--- src/rtl/seq_pkg.sv ---
// Shared definitions for the sync-pattern serial link: FSM state encoding and
// the default preamble, which the detector bench also uses.
package seq_pkg;

  typedef enum logic [1:0] {
    ST_IDLE     = 2'd0,
    ST_PREAMBLE = 2'd1,
    ST_PAYLOAD  = 2'd2,
    ST_GAP      = 2'd3
  } seq_state_t;

  localparam int         DEF_PAT_W   = 4;
  localparam logic [3:0] DEF_PATTERN = 4'b1011;

endpackage : seq_pkg

--- src/rtl/sequence_generator_piso_shift.sv ---
// Loadable parallel-in/serial-out register; the MSB is the next bit to send
// and each shift enable moves the following bit into the MSB position.
module piso_shift #(
  parameter int DATA_W = 8
) (
  input  logic              clock,
  input  logic              reset,
  input  logic              load,
  input  logic              shift_en,
  input  logic [DATA_W-1:0] din,
  output logic              msb
);

  logic [DATA_W-1:0] sr_q;
  logic [DATA_W-1:0] sr_d;

  always_comb begin
    sr_d = sr_q;
    if (load) begin
      sr_d = din;
    end else if (shift_en) begin
      sr_d = sr_q << 1;
    end
  end

  always_ff @(posedge clock or posedge reset) begin
    if (reset) begin
      sr_q <= '0;
    end else begin
      sr_q <= sr_d;
    end
  end

  assign msb = sr_q[DATA_W-1];

endmodule : piso_shift

--- src/rtl/sequence_generator.sv ---
// Serial transmitter: sync preamble then payload, both MSB first, followed by
// a fixed idle gap. All serial outputs are registered from next-state logic.
module sequence_generator
  import seq_pkg::*;
#(
  parameter int               DATA_W  = 8,
  parameter int               PAT_W   = DEF_PAT_W,
  parameter logic [PAT_W-1:0] PATTERN = DEF_PATTERN,
  parameter int               GAP     = 2
) (
  input  logic              clock,
  input  logic              reset,
  input  logic [DATA_W-1:0] data_in,
  input  logic              data_valid,
  output logic              data_ready,
  output logic              sequence_out,
  output logic              frame_active,
  output logic              done
);

  localparam int M1    = (PAT_W > DATA_W) ? PAT_W : DATA_W;
  localparam int M2    = (M1 > GAP) ? M1 : GAP;
  localparam int M3    = (M2 > 2) ? M2 : 2;
  localparam int CNT_W = $clog2(M3);
  localparam int GAP_N = (GAP > 0) ? GAP : 1;

  localparam logic [CNT_W-1:0] PAT_LAST  = CNT_W'(PAT_W - 1);
  localparam logic [CNT_W-1:0] DATA_LAST = CNT_W'(DATA_W - 1);
  localparam logic [CNT_W-1:0] GAP_LAST  = CNT_W'(GAP_N - 1);

  seq_state_t       state_q, state_d;
  logic [CNT_W-1:0] cnt_q, cnt_d;
  logic [CNT_W-1:0] cnt_dec;
  logic             seq_q, seq_d;
  logic             fa_q, fa_d;
  logic             done_q, done_d;
  logic             load, shift_en, sr_msb, pat_bit;

  piso_shift #(.DATA_W(DATA_W)) u_piso (
    .clock    (clock),
    .reset    (reset),
    .load     (load),
    .shift_en (shift_en),
    .din      (data_in),
    .msb      (sr_msb)
  );

  assign cnt_dec = cnt_q - CNT_W'(1);

  // Preamble bit that goes out on the cycle after this edge.
  always_comb begin
    pat_bit = 1'b0;
    for (int i = 0; i < PAT_W; i++) begin
      if (cnt_dec == CNT_W'(i)) pat_bit = PATTERN[i];
    end
  end

  always_comb begin
    state_d  = state_q;
    cnt_d    = cnt_q;
    seq_d    = 1'b0;
    fa_d     = 1'b0;
    done_d   = 1'b0;
    load     = 1'b0;
    shift_en = 1'b0;
    case (state_q)
      ST_IDLE: begin
        if (data_valid) begin
          load    = 1'b1;
          state_d = ST_PREAMBLE;
          cnt_d   = PAT_LAST;
          seq_d   = PATTERN[PAT_W-1];
          fa_d    = 1'b1;
        end
      end
      ST_PREAMBLE: begin
        fa_d = 1'b1;
        if (cnt_q == '0) begin
          state_d  = ST_PAYLOAD;
          cnt_d    = DATA_LAST;
          seq_d    = sr_msb;
          shift_en = 1'b1;
          done_d   = (DATA_W == 1);
        end else begin
          cnt_d = cnt_dec;
          seq_d = pat_bit;
        end
      end
      ST_PAYLOAD: begin
        if (cnt_q == '0) begin
          if (GAP > 0) begin
            state_d = ST_GAP;
            cnt_d   = GAP_LAST;
          end else begin
            state_d = ST_IDLE;
          end
        end else begin
          fa_d     = 1'b1;
          seq_d    = sr_msb;
          shift_en = 1'b1;
          cnt_d    = cnt_dec;
          done_d   = (cnt_dec == '0);
        end
      end
      ST_GAP: begin
        if (cnt_q == '0) begin
          state_d = ST_IDLE;
        end else begin
          cnt_d = cnt_dec;
        end
      end
      default: state_d = ST_IDLE;
    endcase
  end

  always_ff @(posedge clock or posedge reset) begin
    if (reset) begin
      state_q <= ST_IDLE;
      cnt_q   <= '0;
      seq_q   <= 1'b0;
      fa_q    <= 1'b0;
      done_q  <= 1'b0;
    end else begin
      state_q <= state_d;
      cnt_q   <= cnt_d;
      seq_q   <= seq_d;
      fa_q    <= fa_d;
      done_q  <= done_d;
    end
  end

  assign data_ready   = (state_q == ST_IDLE);
  assign sequence_out = seq_q;
  assign frame_active = fa_q;
  assign done         = done_q;

endmodule : sequence_generator

--- config.mk ---
export PLATFORM = sky130hd
export DESIGN_NAME = sequence_generator
export DESIGN_NICKNAME = d
export VERILOG_FILES = /design/src/rtl/seq_pkg.sv /design/src/rtl/sequence_generator_piso_shift.sv /design/src/rtl/sequence_generator.sv
export SDC_FILE = /design/constraint.sdc
export NUM_CORES = 1
export LEC_CHECK = 0
export BUFFER_PORTS_ARGS = -buffer_cell sky130_fd_sc_hd__buf_2
export CAP_MARGIN = 25
export CORE_UTILIZATION = 50
export CTS_BUF_LIST = sky130_fd_sc_hd__clkbuf_2 sky130_fd_sc_hd__clkbuf_4 sky130_fd_sc_hd__clkbuf_8
export DETAILED_ROUTE_END_ITERATION = 12
export HOLD_SLACK_MARGIN = 0.12
export PLACE_DENSITY = 0.76
export SETUP_SLACK_MARGIN = 0.1
export SYNTH_ARGS = -nofsm -noshare
export SYNTH_HDL_FRONTEND = slang
export SYNTH_HIERARCHICAL = 1
export SYNTH_SLANG_ARGS = --single-unit
--- constraint.sdc ---
create_clock -name clock -period 1.9 [get_ports clock]
set_clock_uncertainty 0.15 [all_clocks]
set_input_delay 0 -clock clock [delete_from_list [all_inputs] [get_ports clock]]
set_output_delay 0 -clock clock [all_outputs]
set_load 0.02 [all_outputs]
==> results by group, run 1 <==
Status
  – Status: finished clean

Global routing
  – Antenna violations before repair: 0
  – Gr ovfl total: 0
  – First-pass GRT wire length: 3690 um
  – Gr usage total: 0.264
  – Vias in the first global route: 832
  – Pin count of the biggest net entering global routing: 19

Logic synthesis
  – Yosys warns: 6
  – Syn_area_per_cell: 10.1 um^2
  – Synth Net Count: 111
  – Synth unique cells: 27
  – Synth Instances: 91
  – Flops & latches, synth: 16
  – Sequential area share after synthesis: 0.434
  – Mapped Area: 922 um^2

Critical path
  – Critical path launch point type: flip-flop
  – Slowest cell on crit path: dfrtp_1
  – Worst path cell trace: inv_2 -> ha_4 -> nor3_2 -> nor2_2 -> nor2_2 -> mux2_4
  – CP Buf/Inv Count: 1
  – Worst path top cell family by delay: simple AND/OR/NAND/NOR gates
  – Critical path fanouts, max: 4
  – CP dominant cell by count: nor2_2
  – CP Capture Type: flip-flop
  – WS Path Type: flip-flop to flip-flop
  – CP arrival: 1.80 ns
  – Crit path largest cell delay: 0.45 ns
  – Worst Path Required: 1.93 ns

CTS
  – CTS root buffer: clkbuf_4
  – TritonCTS clock tree: yes
  – Cts bufs inserted: 3
  – Clk_lat worst skew: 0.29 ns
  – Worst-path clk slew: 0.09 ns
  – Clock sink count: 16
  – H-Tree Depth: 1
  – Clock buffer depth: 2

Power and ir drop
  – Internal power: 1.34 mW
  – NetSw: 1.00 mW
  – Pwr Density: 1810 mW/mm^2
  – Total Power: 2.35 mW
  – Leakage: 0.604 nW
  – Gate power share: 0.649
  – Sw Share: 0.428
  – Clock share of power: 0.076
  – Maximum vdd drop: 0.00104 V
  – Flop pwr share: 0.274

Timing
  – Fin Setup TNS: 0 ns
  – WHS: 0.313 ns
  – Tcrit/Tclk final: 0.932
  – Relative max-transition margin: 0.768
  – Final hold vios: 0
  – Max Slew Vio Count: 0
  – Final setup viols: 0
  – Achievable Freq: 0.564 GHz
  – Unrepaired setup endpoints after global routing: no
  – Final min period: 1.77 ns
  – Worst slew pin tran: 0.348 ns
  – Setup ws final: 0.128 ns

Floorplanning
  – I/O pins: 15
  – DIE WIDTH: 44.9 um
  – Full die area: 0.00202 mm^2
  – Core area: 0.00173 mm^2
  – Chip Height: 44.9 um
  – Row count: 15
  – Initial Util: 0.534

Route
  – DRT Wirelength: 2460 um
  – WL/cell: 16.2 um
  – DRC violations left: 0
  – Vias per std cell: 5.24
  – Iteration-0 DRC Markers: 19
  – Vias: 796
  – Initial DRT Pass Iterations: 4
  – Remaining antenna violation count: 0

Job
  – Max-capacitance violation count: 0

Finish
  – Synthesis-to-layout area growth: 40.4%
  – Register area: 402 um^2
  – Antenna Cells: 0
  – Layout Utilization: 0.750
  – Share of cells above drive strength 1: 0.362
  – Fill cells: 128
  – Multi-input logic area: 546 um^2
  – Final net count: 149

Placement
  – I/O Buffers: 14
  – Place WS: 0.0362 ns
  – GPL Wtd Cong: 0.942

Min path
  – HP Class: primary input to flip-flop
## cell usage after synthesis (all sizes together)
library cell,number,share of area
o211ai,1,0.0081
nor3,2,0.016
inv,6,0.024
nand2,12,0.049
nand3,1,0.0054
nand2b,3,0.020
and2,1,0.0068
a22oi,1,0.0081
a2111oi,1,0.011
nor2b,2,0.016
o21ai,9,0.049
mux2i,7,0.076
o22a,2,0.019
a21oi,3,0.016
nor2,6,0.030
ha,9,0.12
a31oi,2,0.014
dfrtp,16,0.43
a21o,2,0.016
o32a,1,0.011
mux2,1,0.016
and3,1,0.0068
buf,2,0.024
## power by group through the flow
stage               clock network, mW  logic [mW]  registers (mW)
finish                          0.179        1.52           0.644
global route                    0.199        1.63           0.653
CTS                             0.186        1.31           0.600
detailed placement                  0        1.18           0.612
global placement                    0        1.13           0.603
floorplan                           0       0.865           0.618
## path summary, 6_finish.rpt
path / cells after the start / endpoint / startpoint / slack (ns)
max: 6 / state_q[1]$_DFFE_PP0P_ / state_q[1]$_DFFE_PP0P_ / 0.13
min: 4 / u_piso/sr_q[1]$_DFFE_PP0P_ / data_in[1] / 0.31
max reg2reg: 6 / state_q[1]$_DFFE_PP0P_ / state_q[1]$_DFFE_PP0P_ / 0.13
min reg2reg: 2 / u_piso/sr_q[1]$_DFFE_PP0P_ / u_piso/sr_q[1]$_DFFE_PP0P_ / 0.42
max in group asynchronous: 4 / state_q[0]$_DFFE_PP0P_ / reset / 0.67
min in group asynchronous: 4 / frame_active$_DFF_PP0_ / reset / 0.67
## per-stage QoR
step | instance area, um^2 | cells
global route | 1290 | 152
global placement | 1050 | 133
floorplan | 922 | 91
finish | 1290 | 152
detailed placement | 1050 | 133
CTS | 1220 | 151
## state kept, by name, indices dropped and copies added, names as in the netlist
| register | count |
|---|---|
| state_q | 2 |
| frame_active | 1 |
| done | 1 |
| sequence_out | 1 |
| cnt_q | 3 |
| u_piso/sr_q | 8 |
## final cells by class
type                       count  share of cell area
inverter                       6              0.0174
tap                           25              0.0242
clock buffer                   3              0.0174
multi-input combinational     67               0.421
timing repair buffer          35               0.210
sequential                    16               0.310
## cell usage in the layout, fill, tap and decap left out
| cell type | count |
|---|---|
| a21o_1 | 2 |
| ha_2 | 2 |
| o21ai_1 | 7 |
| o211ai_1 | 1 |
| nand3_1 | 1 |
| dlygate4sd3_1 | 11 |
| dfrtp_2 | 1 |
| nor2b_1 | 1 |
| nor3_2 | 1 |
| dfrtp_1 | 15 |
| mux2i_1 | 5 |
| ha_4 | 3 |
| nand2_1 | 10 |
| inv_2 | 4 |
| nor2_2 | 2 |
| nor3_1 | 1 |
| clkbuf_4 | 3 |
| buf_12 | 1 |
| buf_6 | 1 |
| mux2i_4 | 1 |
| a31oi_1 | 2 |
| buf_2 | 14 |
| nand2_2 | 2 |
| mux2i_2 | 1 |
| mux2_4 | 1 |
| a2111oi_1 | 1 |
| nand2b_1 | 3 |
| a21oi_1 | 3 |
| inv_1 | 2 |
| nor2_1 | 4 |
| and2_1 | 1 |
| o32a_1 | 1 |
| o22a_1 | 2 |
| o21ai_0 | 2 |
| a22oi_1 | 1 |
| buf_4 | 8 |
| and3_1 | 1 |
| nor2b_4 | 1 |
| ha_1 | 4 |
## per-layer routing
layer | share of wire | routed length [um] | GRT usage
met3 | 0.044 | 109 | 0.0920
met1 | 0.40 | 986 | 0.285
met5 | 0 | 0 | 0
met4 | 0.033 | 82 | 0.115
met2 | 0.52 | 1280 | 0.461
## worst min-delay path, stage by stage
cell and delay [ns]:
dlygate4sd3_1 0.52, buf_2 0.10, nand2_1 0.04, o21ai_1 0.06
## logic make-up (layout without fill, tap and decap cells)
logic type | after synthesis | count (layout) | share of synthesized area
simple gates | 28 | 28 | 0.151
flops | 16 | 16 | 0.434
fa+ha+maj | 9 | 9 | 0.122
buf+inv | 8 | 44 | 0.0488
compound gates | 22 | 22 | 0.152
mux | 8 | 8 | 0.0923
## what timing repair did
item,in CTS,in global routing
setup endpoints to repair,9,9
hold buffers,11,0
buffers inserted,4,1
pin swaps,1,2
endpoints found under the hold margin,29,0
gates resized for setup,2,18
Power figures use the tool's default switching activity.
==> run 2, diff against run 1 <==
--- a/config.mk
+++ b/config.mk
@@ -5,8 +5,10 @@
 export SDC_FILE = /design/constraint.sdc
 export NUM_CORES = 1
 export LEC_CHECK = 0
+export ABC_AREA = 1
 export BUFFER_PORTS_ARGS = -buffer_cell sky130_fd_sc_hd__buf_2
 export CAP_MARGIN = 25
+export CORE_MARGIN = 4
 export CORE_UTILIZATION = 50
 export CTS_BUF_LIST = sky130_fd_sc_hd__clkbuf_2 sky130_fd_sc_hd__clkbuf_4 sky130_fd_sc_hd__clkbuf_8
 export DETAILED_ROUTE_END_ITERATION = 12
==> run 2 against run 1 <==
Net effect:
- die area rose by 31%
- global-route usage shrank 7.9 points
- critical path depth is 1 higher
- largest power group unchanged
- count of clock-buffer cells in the layout up 1
- register-to-register slack better by 0.13 ns
- hold slack got worse by 0.0071 ns
- wire length is 19% lower
- setup slack improved by 0.13 ns
- core utilization is 6.8 points lower
- via count is 7.2% higher
==> results by group, run 2 <==
Logic synthesis
  – Syn_area_per_cell: 7.83 um^2 (-23%)
  – Flops & latches, synth: 16 (unchanged)
  – Synth unique cells: 15 (-44%)
  – Area leader, netlist: dfrtp_1
  – Mapped Area: 947 um^2 (+2.7%)
  – EDFF count, synth: 0 (unchanged)
  – Sequential area share after synthesis: 0.423 (-0.0115)
  – Share of the synthesized area in the top cell type: 0.423 (-0.0115)
  – Async S/R FF share, synth: 1.00 (unchanged)
  – Top cells by count, synth: 30 x nand2_1, 18 x nand3_1, 16 x dfrtp_1, 16 x inv_1, 11 x nor2_1
  – Synth Instances: 121 (+33%)
  – Yosys warns: 6 (unchanged)
  – Top cells by area, synth: dfrtp_1 42%, ha_1 12%, nand2_1 12%
  – Most common cell in the synthesized netlist: nand2_1
  – Synth Net Count: 141 (+27%)
  – Ys flop type: dfrtp_1

Critical path
  – Slowest cell on crit path: dfrtp_1
  – CP Capture Type: flip-flop
  – CP dominant cell by count: o21ai_1
  – Worst path cell trace: inv_1 -> ha_2 -> inv_2 -> nor2_1 -> o21ai_1 -> nand2_1 -> o21ai_1
  – CP arrival: 1.67 ns (-0.13 ns)
  – Crit path largest cell delay: 0.44 ns (about the same)
  – Worst Path Required: 1.93 ns (about the same)
  – Critical path launch point type: flip-flop
  – Critical path fanouts, max: 4 (unchanged)
  – WS Path Type: flip-flop to flip-flop

Placement
  – Place WS: 0.215 ns (+0.178 ns)
  – GPL Wtd Cong: 0.879 (-6.8%)
  – Post-DP HPWL: 1410 um
  – Inst Count DP: 159 (+20%)
  – Area after DPL: 0.00104 mm^2 (-1.3%)
  – I/O Buffers: 14 (unchanged)

Min path
  – HP Class: primary input to flip-flop

Floorplanning
  – Row count: 15 (unchanged)
  – DIE WIDTH: 51.5 um (+15%)
  – Chip Height: 51.5 um (+15%)
  – Full die area: 0.00265 mm^2 (+31%)
  – Initial Util: 0.537 (+0.00282)
  – I/O pins: 15 (unchanged)
  – Core area: 0.00176 mm^2 (+2.2%)

Timing
  – Final setup viols: 0 (unchanged)
  – Fin Setup TNS: 0 ns (unchanged)
  – Max Slew Vio Count: 0 (unchanged)
  – Tcrit/Tclk final: 0.863 (-0.0693)
  – Achievable Freq: 0.610 GHz (+8.0%)
  – WHS: 0.306 ns (-0.00708 ns)
  – Unrepaired setup endpoints after global routing: no
  – Final hold vios: 0 (unchanged)
  – Worst slew pin tran: 0.320 ns (-0.0275 ns)
  – Relative max-transition margin: 0.786 (+0.0183)
  – Setup ws final: 0.260 ns (+0.132 ns)
  – Final min period: 1.64 ns (-0.132 ns)

Finish
  – Non-Filler Instances: 175 (+15%)
  – Biggest regs: u_piso/sr_q x8, cnt_q x3, state_q x2
  – Fill cells: 156 (+22%)
  – Most flop-heavy register: u_piso/sr_q
  – Layout Utilization: 0.682 (-0.0684)
  – Finished layout cell area: 0.00120 mm^2 (-7.1%)
  – Final net count: 171 (+15%)
  – Share of cells above drive strength 1: 0.200 (-0.162)
  – Antenna Cells: 0 (unchanged)
  – Commonest non-fill, non-tap cell in the layout: nand2_1
  – Number of flip-flops in the largest register: 8 (unchanged)
  – Synthesis-to-layout area growth: 26.9%
  – Commonest cells after routing, fill and taps aside: 30 x nand2_1, 17 x nand3_1, 16 x dfrtp_1

Route
  – Iteration-0 DRC Markers: 17 (-2)
  – DRC violations left: 0 (unchanged)
  – Remaining antenna violation count: 0 (unchanged)
  – Vias: 853 (+7.2%)
  – Vias per std cell: 4.87 (-6.9%)
  – WL/cell: 11.4 um (-29%)
  – Initial DRT Pass Iterations: 4 (unchanged)
  – DRT Wirelength: 2000 um (-19%)

CTS
  – Postcts setup bufs: 0 (-4)
  – H-Tree Depth: 1 (unchanged)
  – CTS root buffer: clkbuf_4
  – Clock buffer depth: 2 (unchanged)
  – Clk_lat worst skew: 0.29 ns (about the same)
  – Cts bufs inserted: 3 (unchanged)
  – Worst-path clk slew: 0.10 ns (about the same)
  – Clock sink count: 16 (unchanged)
  – TritonCTS clock tree: yes

Job
  – Max-capacitance violation count: 0 (unchanged)

Global routing
  – Pin count of the biggest net entering global routing: 10 (-9)
  – Vias in the first global route: 793 (-4.7%)
  – First-pass GRT wire length: 3590 um (-2.6%)
  – Antenna violations before repair: 0 (unchanged)
  – Gr usage total: 0.185 (-0.0786)
  – Gr ovfl total: 0 (unchanged)

Power and ir drop
  – Total Power: 1.91 mW (-18%)
  – Pwr Density: 1590 mW/mm^2 (-12%)
  – Maximum vdd drop: 0.00108 V (+4.3%)
  – Leakage: 0.647 nW (+7.1%)

Status
  – Status: finished clean
==> run 2: cell count changes in the layout (fill, tap and decap cells not counted), moves of 3 or more <==
| cell | delta |
|---|---|
| ha_4 | -3 |
| nand2b_1 | -3 |
| inv_1 | +13 |
| nor2_1 | +7 |
| nand2_1 | +20 |
| nand3_1 | +16 |
| mux2i_1 | -5 |
| ha_1 | +4 |
| buf_4 | -7 |
==> run 2: logic make-up after synthesis <==
kind of cell / count (synthesis) / share of synthesized area
buffers and inverters: 21 / 0.0951
AO/OA/AOI/OAI: 11 / 0.0595
flip-flops: 16 / 0.423
adder cells (fa/ha/maj): 9 / 0.119
AND/OR/NAND/NOR: 64 / 0.304
==> run 2: power by group <==
part           internal (mW)  leakage [nW]  total [mW]  switching, mW
clock                  0.117        0.0210       0.230          0.113
combinational          0.400         0.425        1.08          0.685
sequential             0.497         0.201       0.598          0.100
==> run 2: area by class of cell <==
type                    instances  area [um^2]  share of cell area
clock buffers                   4         36.3              0.0302
inverters                      19         71.3              0.0593
multi-input cells              85          475               0.395
flip-flops and latches         16          400               0.333
well taps                      25         31.3              0.0260
repair buffers                 26          188               0.156
==> run 2: critical path, delay by kind of cell, from the launching register on <==
kind,cells,cell delay (ns)
fa+ha+maj,1,0.25
compound gates,2,0.24
simple gates,2,0.27
flops,1,0.44
buf+inv,2,0.18
==> run 2: final timing paths <==
check / from / to / slack [ns] / cells after the start
worst max-delay path: cnt_q[0]$_DFFE_PP0P_ / state_q[0]$_DFFE_PP0P_ / 0.26 / 7
worst min-delay path: data_in[0] / u_piso/sr_q[0]$_DFFE_PP0P_ / 0.31 / 4
worst max register to register: cnt_q[0]$_DFFE_PP0P_ / state_q[0]$_DFFE_PP0P_ / 0.26 / 7
worst min register to register: u_piso/sr_q[0]$_DFFE_PP0P_ / u_piso/sr_q[0]$_DFFE_PP0P_ / 0.34 / 2
max in group asynchronous: reset / sequence_out$_DFF_PP0_ / 0.74 / 4
min in group asynchronous: reset / u_piso/sr_q[1]$_DFFE_PP0P_ / 0.61 / 4
==> run 2: per-layer routing <==
metal	up-vias	track usage	part of all wire
met5	-	0	0
met4	0	0.0873	0.020
met3	5	0.0372	0.027
met2	16	0.278	0.49
met1	394	0.254	0.46
li1	438	-	-
==> run 2: repair_timing <==
action | CTS | global route
resized for setup | 0 | 4
hold endpoints to repair | 31 | 0
endpoints found under the setup margin | 0 | 9
hold buffers | 11 | 0
==> run 3, diff against run 2 <==
--- a/config.mk
+++ b/config.mk
@@ -10,7 +10,8 @@
 export CAP_MARGIN = 25
 export CORE_MARGIN = 4
 export CORE_UTILIZATION = 50
-export CTS_BUF_LIST = sky130_fd_sc_hd__clkbuf_2 sky130_fd_sc_hd__clkbuf_4 sky130_fd_sc_hd__clkbuf_8
+export CTS_BUF_LIST = sky130_fd_sc_hd__clkbuf_8
+export CTS_CLUSTER_SIZE = 25
 export DETAILED_ROUTE_END_ITERATION = 12
 export HOLD_SLACK_MARGIN = 0.12
 export PLACE_DENSITY = 0.76
==> run 3 against run 2 <==
Net effect:
- core utilization up 1.1 points
- wire length up 2.4%
- die area stayed put
- flip-flop and latch count is the same
- register-to-register slack is essentially flat
- critical path type unchanged
- setup slack improved by 0.0036 ns
- final cell count did not move
- combinational power hardly changed
- sequential power is essentially flat
- final area grew 1.6%
- via count grew 1.1%
- count of clock-buffer cells in the layout is the same
==> results by group, run 3 (synthesis gave the netlist of run 2 again) <==
Status
  – Status: finished clean

CTS
  – CTS root buffer: clkbuf_8
  – Clock sink count: 16 (unchanged)
  – Clk_lat worst skew: 0.24 ns (-0.05 ns)
  – Cts bufs inserted: 3 (unchanged)
  – Clock buffer depth: 2 (unchanged)
  – TritonCTS clock tree: yes
  – Worst-path clk slew: 0.06 ns (-0.04 ns)
  – H-Tree Depth: 1 (unchanged)

Placement
  – Place WS: 0.215 ns (unchanged)
  – GPL Wtd Cong: 0.879 (unchanged)
  – I/O Buffers: 14 (unchanged)
  – Area after DPL: 0.00104 mm^2 (unchanged)
  – Post-DP HPWL: 1410 um (unchanged)

Timing
  – Achievable Freq: 0.611 GHz (+0.22%)
  – WHS: 0.336 ns (+0.0301 ns)
  – Setup ws final: 0.264 ns (+0.00362 ns)
  – Final min period: 1.64 ns (-0.00362 ns)
  – Max Slew Vio Count: 0 (unchanged)
  – Relative max-transition margin: 0.790 (+0.00365)
  – Fin Setup TNS: 0 ns (unchanged)
  – Worst slew pin tran: 0.315 ns (-0.00546 ns)
  – Unrepaired setup endpoints after global routing: no
  – Final setup viols: 0 (unchanged)
  – Tcrit/Tclk final: 0.861 (-0.00191)
  – Final hold vios: 0 (unchanged)

Route
  – Vias: 862 (+1.1%)
  – Vias per std cell: 4.93 (+1.1%)
  – Iteration-0 DRC Markers: 21 (+4)
  – Initial DRT Pass Iterations: 4 (unchanged)
  – Max layer used: met4
  – Routed length on met1: 940 um (+1.7%)
  – DRC violations left: 0 (unchanged)
  – DRT Wirelength: 2050 um (+2.4%)
  – WL/cell: 11.7 um (+2.4%)
  – Remaining antenna violation count: 0 (unchanged)
  – Met2 routed WL: 1010 um (+3.1%)
  – Met3 routed WL: 85 um (+55%)

Finish
  – Most flop-heavy register: u_piso/sr_q
  – Biggest regs: u_piso/sr_q x8, cnt_q x3, state_q x2
  – Number of flip-flops in the largest register: 8 (unchanged)
  – Synthesis-to-layout area growth: 28.9%
  – Commonest non-fill, non-tap cell in the layout: nand2_1
  – Finished layout cell area: 0.00122 mm^2 (+1.6%)
  – Commonest cells after routing, fill and taps aside: 30 x nand2_1, 17 x nand3_1, 16 x dfrtp_1
  – Antenna Cells: 0 (unchanged)
  – Share of cells above drive strength 1: 0.200 (unchanged)
  – Final net count: 171 (unchanged)

Global routing
  – First-pass GRT wire length: 3620 um (+0.58%)
  – Gr usage total: 0.183 (-0.00183)
  – Pin count of the biggest net entering global routing: 10 (unchanged)
  – Vias in the first global route: 806 (+1.6%)
  – Gr ovfl total: 0 (unchanged)
  – Antenna violations before repair: 0 (unchanged)

Critical path
  – R2R Setup Slk: 0.26 ns (about the same)
  – CP Launch Point: cnt_q[0]$_DFFE_PP0P_
  – Worst R2R Path Depth: 8 (+1)
  – Critical path launch point type: flip-flop
  – Worst Path Required: 1.93 ns (about the same)
  – CP dominant cell by count: nand2_2
  – WS Path Type: flip-flop to flip-flop
  – CP Buf/Inv Count: 1 (-1)
  – Worst path cell trace: inv_1 -> ha_2 -> nand2_2 -> nand2_2 -> nand2_4 -> nor2_8 -> nand2_1 -> nand3_1
  – CP Capture Type: flip-flop
  – CP arrival: 1.67 ns (about the same)
  – Crit Reg-Reg Endpoint: u_piso/sr_q[3]$_DFFE_PP0P_
  – Reg-to-reg startpoint: cnt_q[0]$_DFFE_PP0P_
  – Slowest cell on crit path: dfrtp_1
  – Critical path fanouts, max: 8 (+4)
  – Crit path largest cell delay: 0.42 ns (-0.02 ns)
  – Worst path top cell family by delay: simple AND/OR/NAND/NOR gates

Min path
  – HP Class: flip-flop to flip-flop
  – Hold Path End: u_piso/sr_q[4]$_DFFE_PP0P_
  – Hold depth: 2 (-2)
  – HP Start: u_piso/sr_q[4]$_DFFE_PP0P_

Floorplanning
  – Row count: 15 (unchanged)
  – Full die area: 0.00265 mm^2 (unchanged)
  – I/O pins: 15 (unchanged)
  – Core area: 0.00176 mm^2 (unchanged)
  – Initial Util: 0.537 (unchanged)
  – DIE WIDTH: 51.5 um (unchanged)
  – Chip Height: 51.5 um (unchanged)

Job
  – Max-capacitance violation count: 0 (unchanged)

Power and ir drop
  – Pwr Density: 1630 mW/mm^2 (+2.5%)
  – Leakage: 0.655 nW (+1.2%)
  – Maximum vdd drop: 0.00102 V (-5.6%)
  – Total Power: 1.99 mW (+4.1%)
[run 3: cell counts in the layout (fill, tap and decap cells not counted)]
No cell type changed its count.
[run 3: final cells by class]
type	instances	area [um^2]
Tap cell	25	31.3
Inverter	19	71.3
Fill cell	151	543
Multi-Input combinational cell	85	475
Clock buffer	4	55.1
Sequential cell	16	400
Timing Repair Buffer	26	188
[run 3: worst max-delay path by stage]
| stage | end | cells past startpoint | slack, ns |
|---|---|---|---|
| CTS | u_piso/sr_q[3]$_DFFE_PP0P_ | 8 | 0.20 |
| global placement | u_piso/sr_q[2]$_DFFE_PP0P_ | 7 | 0.26 |
| global route | sequence_out$_DFF_PP0_ | 9 | 0.11 |
| floorplan | u_piso/sr_q[1]$_DFFE_PP0P_ | 8 | 0.31 |
| detailed placement | sequence_out$_DFF_PP0_ | 9 | 0.21 |
| finish | u_piso/sr_q[3]$_DFFE_PP0P_ | 8 | 0.26 |
[run 3: per-stage QoR]
stage,instances,utilization
final,175,0.692
after global routing,175,0.692
after CTS,174,0.682
after detailed placement,159,0.588
after global placement,159,0.588
after floorplan,121,-
[run 3: layer usage]
metal  up-vias  global-route usage
met5         -                   0
met4         0              0.0611
met3         2              0.0372
met2        23               0.288
met1       401               0.250
li1        436                   -
[run 3: worst reg2reg max path: stages (launching register included)]
cell     delay [ns]
dfrtp_1        0.42
inv_1          0.14
ha_2           0.25
nand2_2        0.10
nand2_2        0.13
nand2_4        0.10
nor2_8         0.14
nand2_1        0.07
nand3_1        0.07
[run 3: where the power goes]
part	switching (mW)	leakage, nW	internal (mW)
Combinational	0.692	0.425	0.400
Clock	0.114	0.0288	0.184
Sequential	0.101	0.201	0.499
Total	0.908	0.655	1.08
[run 3: what timing repair did]
| item | in CTS | in global routing |
|---|---|---|
| gates resized for setup | 0 | 4 |
| endpoints found under the setup margin | 0 | 9 |
| hold buffers | 11 | 0 |
| hold endpoints to repair | 29 | 0 |
| setup buffers | 0 | 0 |
